File: config.mk
export PLATFORM = sky130hd
export DESIGN_NAME = two_to_four_demux_collector
export DESIGN_NICKNAME = d
export VERILOG_FILES = /design/src/rtl/two_to_four_demux_collector.sv
export SDC_FILE = /design/constraint.sdc
export NUM_CORES = 1
export LEC_CHECK = 0
export BUFFER_PORTS_ARGS = -buffer_cell sky130_fd_sc_hd__buf_2
export CAP_MARGIN = 20
export CELL_PAD_IN_SITES_DETAIL_PLACEMENT = 1
export CELL_PAD_IN_SITES_GLOBAL_PLACEMENT = 2
export CORE_UTILIZATION = 33
export CTS_BUF_LIST = sky130_fd_sc_hd__clkbuf_8
export DETAILED_ROUTE_END_ITERATION = 10
export PLACE_DENSITY_LB_ADDON = 0.1
export SLEW_MARGIN = 20
export SYNTH_ARGS = -nofsm -noshare
export SYNTH_HDL_FRONTEND = slang
export SYNTH_SLANG_ARGS = --single-unit
File: constraint.sdc
create_clock -name clk -period 2.6 [get_ports clk]
set_input_delay 0.52 -clock clk [delete_from_list [all_inputs] [get_ports clk]]
set_output_delay 0.52 -clock clk [all_outputs]
set_load 0.02 [all_outputs]
File: src/rtl/two_to_four_demux_collector.sv
`default_nettype none
// ============================================================================
//  Module   : two_to_four_demux_collector
//  Purpose  : Receive-side partner of four_to_two_mux. Accepts pairs of
//             WIDTH-bit lanes (M, N) tagged with a slot-pair select SE,
//             scatters them into four slot registers A..D, and presents
//             the assembled frame on a valid/ready handshake once all four
//             slots have been written.
//  Revision : 1.0  initial release
// ----------------------------------------------------------------------------
//  Ports
//    clk          in   1      rising-edge clock
//    rst          in   1      synchronous active-high reset
//    M, N         in   WIDTH  first / second lane of the incoming pair
//    SE           in   2      slot-pair select (00:A,B 01:C,D 10:B,C 11:D,A)
//    in_valid     in   1      incoming pair valid
//    in_ready     out  1      block can accept a pair (COLLECT state)
//    A, B, C, D   out  WIDTH  slot 0..3 registers
//    out_valid    out  1      A..D hold a complete frame (HOLD state)
//    out_ready    in   1      downstream accepts the frame
//    overlap_err  out  1      one-cycle pulse: accepted pair rewrote a
//                             slot that was already filled
//    frame_cnt    out  CNT_W  delivered-frame count, wraps modulo 2^CNT_W
// ============================================================================
module two_to_four_demux_collector #(
  parameter int WIDTH = 4,
  parameter int CNT_W = 8
) (
  input  logic             clk,
  input  logic             rst,
  input  logic [WIDTH-1:0] M,
  input  logic [WIDTH-1:0] N,
  input  logic [1:0]       SE,
  input  logic             in_valid,
  output logic             in_ready,
  output logic [WIDTH-1:0] A,
  output logic [WIDTH-1:0] B,
  output logic [WIDTH-1:0] C,
  output logic [WIDTH-1:0] D,
  output logic             out_valid,
  input  logic             out_ready,
  output logic             overlap_err,
  output logic [CNT_W-1:0] frame_cnt
);

  typedef enum logic [0:0] {
    COLLECT = 1'b0,
    HOLD    = 1'b1
  } state_t;

  state_t           state;
  logic [WIDTH-1:0] slot [4];
  logic [3:0]       fill_mask;

  logic [1:0]       first_slot;
  logic [1:0]       second_slot;
  logic [3:0]       hit_mask;
  logic [3:0]       next_mask;
  logic             accept;
  logic             overlap;

  // in_ready depends on state only, so upstream never sees a
  // combinational path from its own in_valid.
  assign in_ready = (state == COLLECT);
  assign accept   = in_valid && in_ready;

  // Slot-pair decode; M always lands in first_slot, N in second_slot.
  always_comb begin
    first_slot  = 2'd0;
    second_slot = 2'd1;
    case (SE)
      2'b00: begin first_slot = 2'd0; second_slot = 2'd1; end
      2'b01: begin first_slot = 2'd2; second_slot = 2'd3; end
      2'b10: begin first_slot = 2'd1; second_slot = 2'd2; end
      2'b11: begin first_slot = 2'd3; second_slot = 2'd0; end
      default: begin first_slot = 2'd0; second_slot = 2'd1; end
    endcase
  end

  always_comb begin
    hit_mask  = (4'b0001 << first_slot) | (4'b0001 << second_slot);
    next_mask = fill_mask | hit_mask;
    overlap   = |(fill_mask & hit_mask);
  end

  always_ff @(posedge clk) begin
    if (rst) begin
      state       <= COLLECT;
      fill_mask   <= 4'b0000;
      out_valid   <= 1'b0;
      overlap_err <= 1'b0;
      frame_cnt   <= '0;
      for (int i = 0; i < 4; i++) begin
        slot[i] <= '0;
      end
    end else begin
      // overlap_err is a single-cycle pulse unless re-armed below.
      overlap_err <= 1'b0;
      case (state)
        COLLECT: begin
          if (accept) begin
            slot[first_slot]  <= M;
            slot[second_slot] <= N;
            fill_mask         <= next_mask;
            overlap_err       <= overlap;
            if (next_mask == 4'b1111) begin
              state     <= HOLD;
              out_valid <= 1'b1;
            end
          end
        end
        HOLD: begin
          // out_valid is 1 throughout HOLD, so out_ready alone completes
          // the handshake. Slot contents are left in place; only the mask
          // is cleared so the next frame starts empty.
          if (out_ready) begin
            state     <= COLLECT;
            out_valid <= 1'b0;
            fill_mask <= 4'b0000;
            frame_cnt <= frame_cnt + CNT_W'(1);
          end
        end
        default: begin
          state     <= COLLECT;
          out_valid <= 1'b0;
        end
      endcase
    end
  end

  assign A = slot[0];
  assign B = slot[1];
  assign C = slot[2];
  assign D = slot[3];

endmodule
`default_nettype wire
# Yosys cells after proc, flatten, opt, wreduce, memory -nomap -nowiden
# Memories as Yosys holds them, arrays and structs flattened.
# Cells that the tools add are included.
# word_totals
ff_bits	15
mem_bits_rw	16
output_inout_bits	27
word_cells	55
mem_count	1
# memory_table
memory	words	word_bits	read_ports	rd_clocked_by_memory_dff	wr	line	rtl
slot	4	4	4	0	4	52	logic [WIDTH-1:0] slot [4];
# classes
addsub	1
n_eq_ne	7
n_shift	2
muxes	25
bitwise	5
reduce_logical	9
# op_table
cell	n
4-bit two-way mux	4
2-bit case mux with 4 select lines	2
1-bit two-way mux	14
4-bit OR reduction	3
8-bit by 1-bit adder with 8-bit output (second input constant)	1
4-bit bitwise OR	2
4-bit case mux with 2 select lines	1
1-bit by 2-bit left shift with 4-bit output (first input constant)	2
4-bit AND	1
2-bit == test (second input constant)	2
4-bit == test (second input constant)	1
2-bit two-way mux	2
2-bit by 1-bit != test with 1-bit output (second input constant)	2
1-bit case mux with 2 select lines	2
2-bit AND reduction	2
3-bit AND reduction	1
3-bit OR reduction	1
2-bit by 1-bit == test with 1-bit output (second input constant)	1
2-bit logical NOT	1
2-bit != test (second input constant)	1
1-bit NOT	2
1-bit logical AND	1

# Longest topological paths before layout
# Gate-level depths: netlist of run 1.
# depth
ltp_word	9
ltp_mapped	7

# Worst setup path after synthesis of run 1
# Ideal clock, no wire load.
# synth_timing
path_type	input to register
startpoint	input port SE[1]
endpoint	memory slot[1][0] (enable)
setup_ns	0.338
arrival_ns	1.636
t_required_ns	2.262
path_slack_ns	0.626
stages	6
path_buffers	1
path_cell_list	inv_1 > ha_1 > buf_2 > nor4b_2 > nor2_1 > o21bai_1
# synth_rtl
item	line	rtl
start, declared	33	input logic [1:0] SE,
end, declared	52	

==> results of run 1 <==
registers in the layout, indices dropped and copies added (netlist names):
register,count
frame_cnt,8
fill_mask,4
overlap_err,1
state,1
out_valid,1
slot,16
worst paths after layout:
kind,end,slack (ns),start,depth (start not counted)
worst max register to register,slot[1][2],0.92,state,2
worst min-delay path,out_valid,0.47,out_valid,2
worst max-delay path,slot[1][2],0.50,SE[1],6
worst min register to register,out_valid,0.47,out_valid,2
stage by stage:
step | cell area [um2] | power, W
finish | 1960 | 0.00107
global route | 1960 | 0.00112
CTS | 1960 | 0.00108
detailed placement | 1880 | 0.000721
global placement | 1880 | 0.000715
floorplan | 1620 | 0.000662
kinds of logic after synthesis:
family | count (synthesis) | share of synthesized area
simple gates | 66 | 0.228
mux | 7 | 0.0433
flops | 31 | 0.482
compound gates | 37 | 0.134
xor+xnor | 2 | 0.0108
fa+ha+maj | 8 | 0.0618
buf+inv | 14 | 0.0394
area by class of cell:
type                       count  area, um2  share of cell area
timing repair buffer          42        215               0.110
inverter                       6       22.5              0.0115
clock buffer                   5       68.8              0.0351
sequential                    31        781               0.399
multi-input combinational    120        774               0.396
tap                           67       83.8              0.0428
clock inverter                 3       12.5             0.00639
worst min-delay path: stages, from the launching register on:
cell and delay [ns]:
dfxtp_1 0.32, nand2_1 0.06, o31ai_2 0.06
routing by layer:
layer | share of wire | wire length [um] | vias up | track usage
met1 | 0.48 | 2070 | 647 | 0.231
met2 | 0.46 | 1960 | 36 | 0.279
met5 | 0 | 0 | - | 0
met4 | 0.011 | 46 | 0 | 0.0523
li1 | - | - | 671 | -
met3 | 0.046 | 196 | 5 | 0.0444
layout by cell type, fill, tap and decap left out, types with 2 or more instances in the layout:
| master | n |
|---|---|
| nor2_1 | 12 |
| nand2b_1 | 2 |
| edfxtp_1 | 16 |
| a21oi_1 | 21 |
| ha_1 | 8 |
| nand4b_1 | 4 |
| mux2i_1 | 7 |
| inv_1 | 8 |
| o21ai_0 | 5 |
| nand2_1 | 19 |
| dfxtp_1 | 15 |
| clkbuf_8 | 5 |
| or3_2 | 2 |
| buf_4 | 2 |
| nor2b_1 | 5 |
| nand4_1 | 5 |
| o21bai_1 | 3 |
| nand3b_1 | 4 |
| o21a_1 | 2 |
| a22oi_1 | 2 |
| nand3_1 | 4 |
| buf_2 | 40 |
| or3_1 | 2 |
where the power goes:
group	internal [W]	switching, W
clock network	0.000180	0.000182
logic	0.0000559	0.000105
registers	0.000539	0.00000814
total	0.000775	0.000295
==> impl_metrics.csv, run 1 <==
group,metric,value,unit
run_status,outcome,"finished, final reports clean",
route,drt_first_iter_violations,66,
logic_synthesis,synthTopCellsByCount,"a21oi_1, nand2_1, edfxtp_1",
placement,portBuffers,40,
floorplanning,dieArea,5190,um2
job,cap_violations,0,
logic_synthesis,synth_top_area_cell,"edfxtp_1",
timing,fin_crit,2.10,ns
cells_and_area,final_core_util,0.415,
critical_path,cp_max_fo,8,
global_routing,grt_usage,0.174,
power,worst_ir_drop_vdd,0.207,mV
clocking,clk_latency,0.29,ns
placement,place_ws,0.190,ns
timing,finalHoldViolations,0,
timing,rsz0062_at_grt,"false",
timing,fin_setup_tns,0,ns
floorplanning,ios,41,
logic_synthesis,synth_seq_cells,31,
clocking,path_clk_slew,0.06,ns
logic_synthesis,yosysWarnings,0,
critical_path,worstPathCellList,"buf_2, inv_1, ha_1, nor4b_2, nor2_1, o21bai_1",
timing,drv_slew,0,
clocking,cts_tree,"yes",
critical_path,cp.arrival,2.04,ns
global_routing,grt_pass1_wl,6870,um
clocking,cts-root-buf,"clkbuf_8",
logic_synthesis,async_flop_share,0,
cells_and_area,nets,228,
placement,place.gp.congestion,0.755,
floorplanning,die_x,72.0,um
cells_and_area,area_growth,20.9,%
logic_synthesis,yosysMostFrequentCell,"a21oi_1",
logic_synthesis,syn_area,1620,um2
logic_synthesis,ys_top_cells_by_area,"edfxtp_1, dfxtp_1, a21oi_1",
route,wl,4270,um
timing,worstMarginPinSlew,0.520,ns
critical_path,start_kind,"primary input",
critical_path,path_buf_inv,2,
global_routing,grt_pass1_vias,1355,
floorplanning,core,4720,um2
clocking,cts_setup_buffers,0,
global_routing,overflow,0,
critical_path,cpPeakStageDelay,0.56,ns
timing,post-route-period-util,0.807,
cells_and_area,finalNonFillerCells,274,
clocking,cts_hold_buf,0,
critical_path,critPathRequiredTime,2.54,ns
power,power.leakage,0.800,nW
logic_synthesis,synth_top_area_frac,0.297,
power,power_density,547,nW/um2
cells_and_area,nFillCells,570,
route,avgViaCountPerCell,4.96,
cells_and_area,drive_gt1_frac,0.266,
floorplanning,start_util,0.343,
logic_synthesis,syn_nets,187,
logic_synthesis,syn_inst,165,
timing,fmax,477,MHz
min_path,hold_path.class,"reg2reg",
timing,finClkSkew,0.00735,ns
timing,fin_hold_ws,0.474,ns
clocking,cts_num_sinks,31,
global_routing,grt_antenna_before_repair,0,
clocking,cts_buffers,5,
floorplanning,die_h,72.0,um
logic_synthesis,synth_edf_count,16,
route,drcViolationCount,0,
logic_synthesis,synth.avg_cell_area,9.81,um2
global_routing,grt_max_degree,18,
timing,setup_ws,0.503,ns
timing,setup_viol,0,
route,vias,1359,
route,firstDrtPassIters,4,
critical_path,critPathKind,"in2reg",
logic_synthesis,yosysSeqAreaShare,0.482,
critical_path,critPathTopFamily,"simple AND/OR/NAND/NOR gates",
clocking,cts_resized,0,
clocking,cts_max_level,2,
floorplanning,row_count,25,
critical_path,slowest_stage,"nor4b_2",
logic_synthesis,synth_cell_types,36,
timing,slew_headroom,0.652,
placement,dp.cells,266,
clocking,clk_path_buf_depth,2,
logic_synthesis,ys.flop_type,"edfxtp_1",
cells_and_area,antennaDiodeCount,0,
route,wl_per_cell,15.6,um
placement,dp_hpwl,3240,um
route,ant_nets,0,
critical_path,critPathCaptureType,"register",
Note: power is estimated with default switching activity, not from simulation.
==> inputs of run 2 (changes only) <==
Clock period 2.6 ns to 2.2 ns, I/O delays scaled along.
==> run 2 against run 1 <==
Power is 21% higher. Via count is 1.0% higher. Die area stayed put. Non-clock buffer count is 3 higher. Global-route usage is 0.40 points lower. Clock-buffer cell count is 1 higher. Routed wire length is 4.4% lower. Critical endpoint is now slot[1][1]. Largest power group unchanged.
==> impl_metrics.csv, run 2 (synthesis gave the netlist of run 1 again) <==
group,metric,value,unit
run_status,outcome,"finished, final reports clean",
critical_path,cp_max_fo,5,
cells_and_area,finalNonFillerCells,277,
critical_path,path_buf_inv,3,
cells_and_area,drive_gt1_frac,0.281,
critical_path,critPathRequiredTime,2.14,ns
power,worst_ir_drop_vdd,0.206,mV
timing,fin_setup_tns,0,ns
clocking,cts_resized,0,
power,power_density,648,nW/um2
route,vias,1373,
timing,rsz0062_at_grt,"false",
timing,setup_viol,0,
route,ant_nets,0,
power,power.leakage,0.818,nW
global_routing,grt_pass1_vias,1353,
global_routing,overflow,0,
critical_path,critPathTopFamily,"buffers and inverters",
cells_and_area,top_regs,"slot: 16 flops, frame_cnt: 8 flops, fill_mask: 4 flops",
clocking,cts_buffers,5,
cells_and_area,largest_register,"slot",
route,avgViaCountPerCell,4.96,
cells_and_area,nets,231,
timing,finalHoldViolations,0,
critical_path,cpPeakStageDelay,0.33,ns
timing,finClkSkew,0.00396,ns
route,wl_per_cell,14.7,um
clocking,cts_hold_buf,0,
power,power,0.00129,W
global_routing,grt_usage,0.170,
power,p_clk_frac,0.348,
floorplanning,die_h,72.0,um
critical_path,critPathKind,"in2reg",
critical_path,critPathLaunch,"SE[1]",
timing,post-route-period-util,0.815,
global_routing,grt_max_degree,17,
cells_and_area,area_growth,23.0,%
clocking,clk_path_buf_depth,2,
cells_and_area,nFillCells,556,
floorplanning,dieArea,5190,um2
clocking,cts_setup_buffers,0,
global_routing,grt_pass1_wl,6690,um
timing,worstMarginPinSlew,0.372,ns
cells_and_area,final_common_cell,"buf_2",
critical_path,cp.arrival,1.73,ns
global_routing,grt_antenna_before_repair,0,
floorplanning,core,4720,um2
placement,dp.cells,269,
critical_path,reg2regPathDepth,2,
route,wl,4090,um
clocking,cts_num_sinks,31,
min_path,hold_path.class,"in2reg",
power,comb_power_share,0.151,
clocking,cts_tree,"yes",
route,drcViolationCount,0,
floorplanning,row_count,25,
critical_path,reg2reg_from,"state",
job,cap_violations,0,
route,drt_first_iter_violations,44,
placement,portBuffers,40,
timing,slew_headroom,0.752,
placement,dp_hpwl,3230,um
critical_path,crit_cells,7,
placement,place.gp.congestion,0.782,
floorplanning,start_util,0.343,
critical_path,crit_end,"slot[1][1]",
power,p_int,0.000954,W
critical_path,slowest_stage,"o21bai_1",
floorplanning,die_x,72.0,um
clocking,cts-root-buf,"clkbuf_8",
critical_path,critPathCaptureType,"register",
critical_path,rrSetupSlack,0.54,ns
clocking,cts_max_level,2,
power,p_sw,0.000337,W
critical_path,rr_endpoint,"slot[1][1]",
cells_and_area,layout_common_cells,"buf_2, a21oi_1, nand2_1",
critical_path,start_kind,"primary input",
cells_and_area,antennaDiodeCount,0,
clocking,clk_latency,0.28,ns
timing,fmax,558,MHz
timing,drv_slew,0,
power,seqPwrFrac,0.501,
power,switching_share,0.261,
clocking,path_clk_slew,0.06,ns
cells_and_area,largest_reg_flops,16,
route,firstDrtPassIters,4,
timing,fin_crit,1.79,ns
critical_path,worstPathCellList,"buf_2, inv_1, ha_1, nor4b_2, buf_4, nor2_1, o21bai_1",
floorplanning,ios,41,
run 2: cell types whose count changed in the layout (fill, tap and decap cells not counted), sizes merged:
cell	delta
inv	-1
clkbuf	+1
buf	+3
run 2: how the worst min path moves through the flow:
stage	from	end	cells after the start
floorplan	fill_mask[3]	overlap_err	2
global placement	out_valid	out_valid	2
detailed placement	out_valid	out_valid	2
CTS	out_ready	state	2
global route	out_ready	state	2
finish	out_ready	state	2
run 2: area by class of cell:
class / count / area [um2] / area share
clock buffer: 6 / 82.6 / 0.0415
tap: 67 / 83.8 / 0.0421
timing repair buffer: 45 / 238 / 0.119
sequential: 31 / 781 / 0.392
multi-input combinational: 120 / 774 / 0.389
inverter: 6 / 22.5 / 0.0113
clock inverter: 2 / 8.76 / 0.00440
run 2: per-layer routing:
metal,up-vias,global-route usage,share of wire
met5,-,0,0
met2,33,0.280,0.48
met4,0,0.0479,0.0054
li1,675,-,-
met1,661,0.221,0.48
met3,4,0.0431,0.034
run 2: metrics by stage:
stage / hold slack (ns) / instance area, um2 / util / setup WS [ns]
floorplan: 0.451 / 1620 / - / 0.306
global placement: 0.450 / 1900 / 0.402 / 0.243
detailed placement: 0.461 / 1900 / 0.402 / 0.114
CTS: 0.447 / 1990 / 0.421 / 0.410
global route: 0.466 / 1990 / 0.421 / 0.312
finish: 0.456 / 1990 / 0.421 / 0.407
run 2: power by group through the flow:
stage / Sequential, W / Clock (W) / Combinational, W
finish: 0.000647 / 0.000449 / 0.000195
global route: 0.000649 / 0.000496 / 0.000213
CTS: 0.000647 / 0.000469 / 0.000196
detailed placement: 0.000660 / 0 / 0.000195
global placement: 0.000658 / 0 / 0.000189
floorplan: 0.000689 / 0 / 0.0000931
==> inputs of run 3 (changes only) <==
Settings changed: ABC_AREA from default to 1, CORE_UTILIZATION 33 to 32.
Clock period 2.2 ns to 1.65 ns, I/O delays scaled along.
==> run 3 against run 2 <==
Clock power is 23% higher. Die area is 8.6% higher. Via count is 13% higher. Hold slack worse by 0.069 ns. Critical path depth stayed put. First-iteration DRC count is 2.3% higher. Final cell count is 25% higher. Synthesized cell count is 26% higher. Combinational power is 64% higher. Critical endpoint is now slot[3][2]. Largest power group unchanged. Highest routed layer unchanged.
==> impl_metrics.csv, run 3 <==
group,metric,value,unit
logic_synthesis,yosys.area_share.simple,0.324,
logic_synthesis,yosysMostFrequentCell,"nand2_1",
cells_and_area,seqCellArea,781,um2
cells_and_area,layout_common_cells,"nand2_1, buf_2, inv_1, nor2_1, buf_4",
timing,drv_slew,0,
logic_synthesis,yosysWarnings,0,
logic_synthesis,synth_cell_types,23,
timing,fin_hold_ws,0.387,ns
global_routing,grt_antenna_before_repair,0,
clocking,cts_num_sinks,31,
cells_and_area,finalNonFillerCells,345,
clocking,cts_hold_buf,0,
clocking,cts_tree,"yes",
logic_synthesis,synth_edf_count,16,
global_routing,overflow,0,
timing,post-route-period-util,0.916,
critical_path,critPathCaptureType,"register",
floorplanning,die_h,75.1,um
logic_synthesis,synth_compound_area_frac,0.0915,
cells_and_area,top_regs,"slot: 16 flops, frame_cnt: 8 flops, fill_mask: 4 flops",
timing,worstMarginPinSlew,0.538,ns
logic_synthesis,async_flop_share,0,
clocking,clk_latency,0.28,ns
global_routing,grt_usage,0.173,
clocking,path_clk_slew,0.07,ns
critical_path,critPathRequiredTime,1.57,ns
critical_path,rrSetupSlack,0.20,ns
logic_synthesis,synth_top_area_frac,0.281,
logic_synthesis,synthTopCellsByCount,"nand2_1, nor2_1, inv_1",
clocking,cts_resized,0,
logic_synthesis,synth_fa_ha_area_frac,0.0586,
route,wl,4290,um
logic_synthesis,synth_seq_cells,31,
cells_and_area,largest_reg_flops,16,
placement,portBuffers,40,
cells_and_area,area_growth,30.0,%
route,drcViolationCount,0,
logic_synthesis,synth.avg_cell_area,8.22,um2
route,firstDrtPassIters,4,
critical_path,critPathKind,"in2reg",
cells_and_area,antennaDiodeCount,0,
timing,setup_viol,0,
min_path,hold_path_depth,3,
run_status,outcome,"finished, final reports clean",
power,worst_ir_drop_vdd,0.365,mV
clocking,cts-root-buf,"clkbuf_8",
min_path,hp-start,"N[0]",
placement,place.gp.congestion,0.826,
cells_and_area,multiInputGateArea,811,um2
critical_path,start_kind,"primary input",
timing,rsz0062_at_grt,"false",
floorplanning,dieArea,5640,um2
power,power_density,784,nW/um2
floorplanning,row_count,26,
floorplanning,die_x,75.1,um
power,power.leakage,1.10,nW
logic_synthesis,syn_nets,230,
critical_path,cp_max_fo,5,
logic_synthesis,muxShareOfSynthArea,0,
floorplanning,start_util,0.333,
route,drt_first_iter_violations,45,
critical_path,critPathLaunch,"SE[1]",
logic_synthesis,yosysSeqAreaShare,0.457,
critical_path,cp.arrival,1.43,ns
critical_path,reg2reg_from,"state",
power,seqPwrFrac,0.500,
logic_synthesis,syn_area,1710,um2
logic_synthesis,synth_xor_xnor_area_share,0,
critical_path,reg2regPathDepth,3,
timing,finalHoldViolations,0,
timing,finClkSkew,0.00577,ns
cells_and_area,largest_register,"slot",
power,comb_power_share,0.183,
global_routing,grt_pass1_wl,7040,um
logic_synthesis,synth_top_family_by_area,"simple AND/OR/NAND/NOR gates",
floorplanning,ios,41,
placement,dp_hpwl,3450,um
floorplanning,core,5140,um2
power,p_clk_frac,0.317,
cells_and_area,nFillCells,668,
route,vias,1556,
timing,fin_crit,1.51,ns
power,switching_share,0.279,
timing,fmax,662,MHz
cells_and_area,final_common_cell,"nand2_1",
clocking,cts_setup_buffers,0,
route,wl_per_cell,12.4,um
route,avgViaCountPerCell,4.51,
placement,dp.cells,337,
route,ant_nets,0,
clocking,cts_max_level,2,
cells_and_area,nets,296,
cells_and_area,drive_gt1_frac,0.313,
clocking,clk_path_buf_depth,2,
timing,slew_headroom,0.638,
power,p_sw,0.000486,W
global_routing,grt_max_degree,10,
logic_synthesis,synth_top_area_cell,"edfxtp_1",
clocking,cts_buffers,5,
logic_synthesis,syn_inst,208,
global_routing,grt_pass1_vias,1517,
logic_synthesis,ys_top_cells_by_area,"edfxtp_1, dfxtp_1, nand2_1",
job,cap_violations,0,
min_path,hold_path.class,"in2reg",
power,p_int,0.00126,W
logic_synthesis,ys.flop_type,"edfxtp_1",
-- run 3: cells by family (layout without fill, tap and decap cells) --
group,Yosys count,count (layout)
buffers and inverters,28,95
and+or+nand+nor,112,112
adders and majority gates,8,8
DFF,31,31
AOI/OAI and AO/OA,29,29
-- run 3: critical path, cell delays in order --
cell and delay (ns):
buf_2 0.13, inv_1 0.10, ha_1 0.20, nor2_2 0.08, inv_1 0.08, nand2_1 0.07
o21ai_0 0.45
-- run 3: final timing paths --
kind	end
worst max-delay path	slot[3][2]
worst min-delay path	slot[0][0]
worst max register to register	slot[3][2]
worst min register to register	out_valid
-- run 3: layout make-up --
class	count	area share
inverters	24	0.0405
multi-input cells	149	0.365
repair buffers	63	0.168
clock inverters	3	0.00507
flip-flops and latches	31	0.351
well taps	70	0.0394
clock buffers	5	0.0310
-- run 3: routing by layer --
layer  part of all wire  vias to the layer above  wire length [um]  global-route usage
met4              0.016                        0                68              0.0692
met5                  0                        -                 0                   0
li1                   -                      804                 -                   -
met1               0.42                      713              1820               0.194
met3              0.040                        6               171              0.0469
met2               0.52                       33              2230               0.311
-- run 3: through the flow --
| step | setup WS [ns] | power, W | setup TNS [ns] | instance area (um2) | utilization |
|---|---|---|---|---|---|
| after floorplan | -0.124 | 0.00107 | -0.991 | 1710 | - |
| after global placement | -0.0750 | 0.00121 | -0.516 | 2140 | 0.417 |
| after global routing | 0.0648 | 0.00184 | 0 | 2220 | 0.432 |
| after detailed placement | -0.118 | 0.00121 | -1.28 | 2140 | 0.417 |
| final | 0.139 | 0.00174 | 0 | 2220 | 0.432 |
| after CTS | 0.146 | 0.00177 | 0 | 2220 | 0.432 |
-- run 3: power by group through the flow --
stage,registers [W],clock network (W),logic [W]
after floorplan,0.000934,0,0.000139
after global placement,0.000889,0,0.000317
after detailed placement,0.000890,0,0.000322
after CTS,0.000873,0.000576,0.000324
after global routing,0.000879,0.000608,0.000354
final,0.000872,0.000552,0.000319
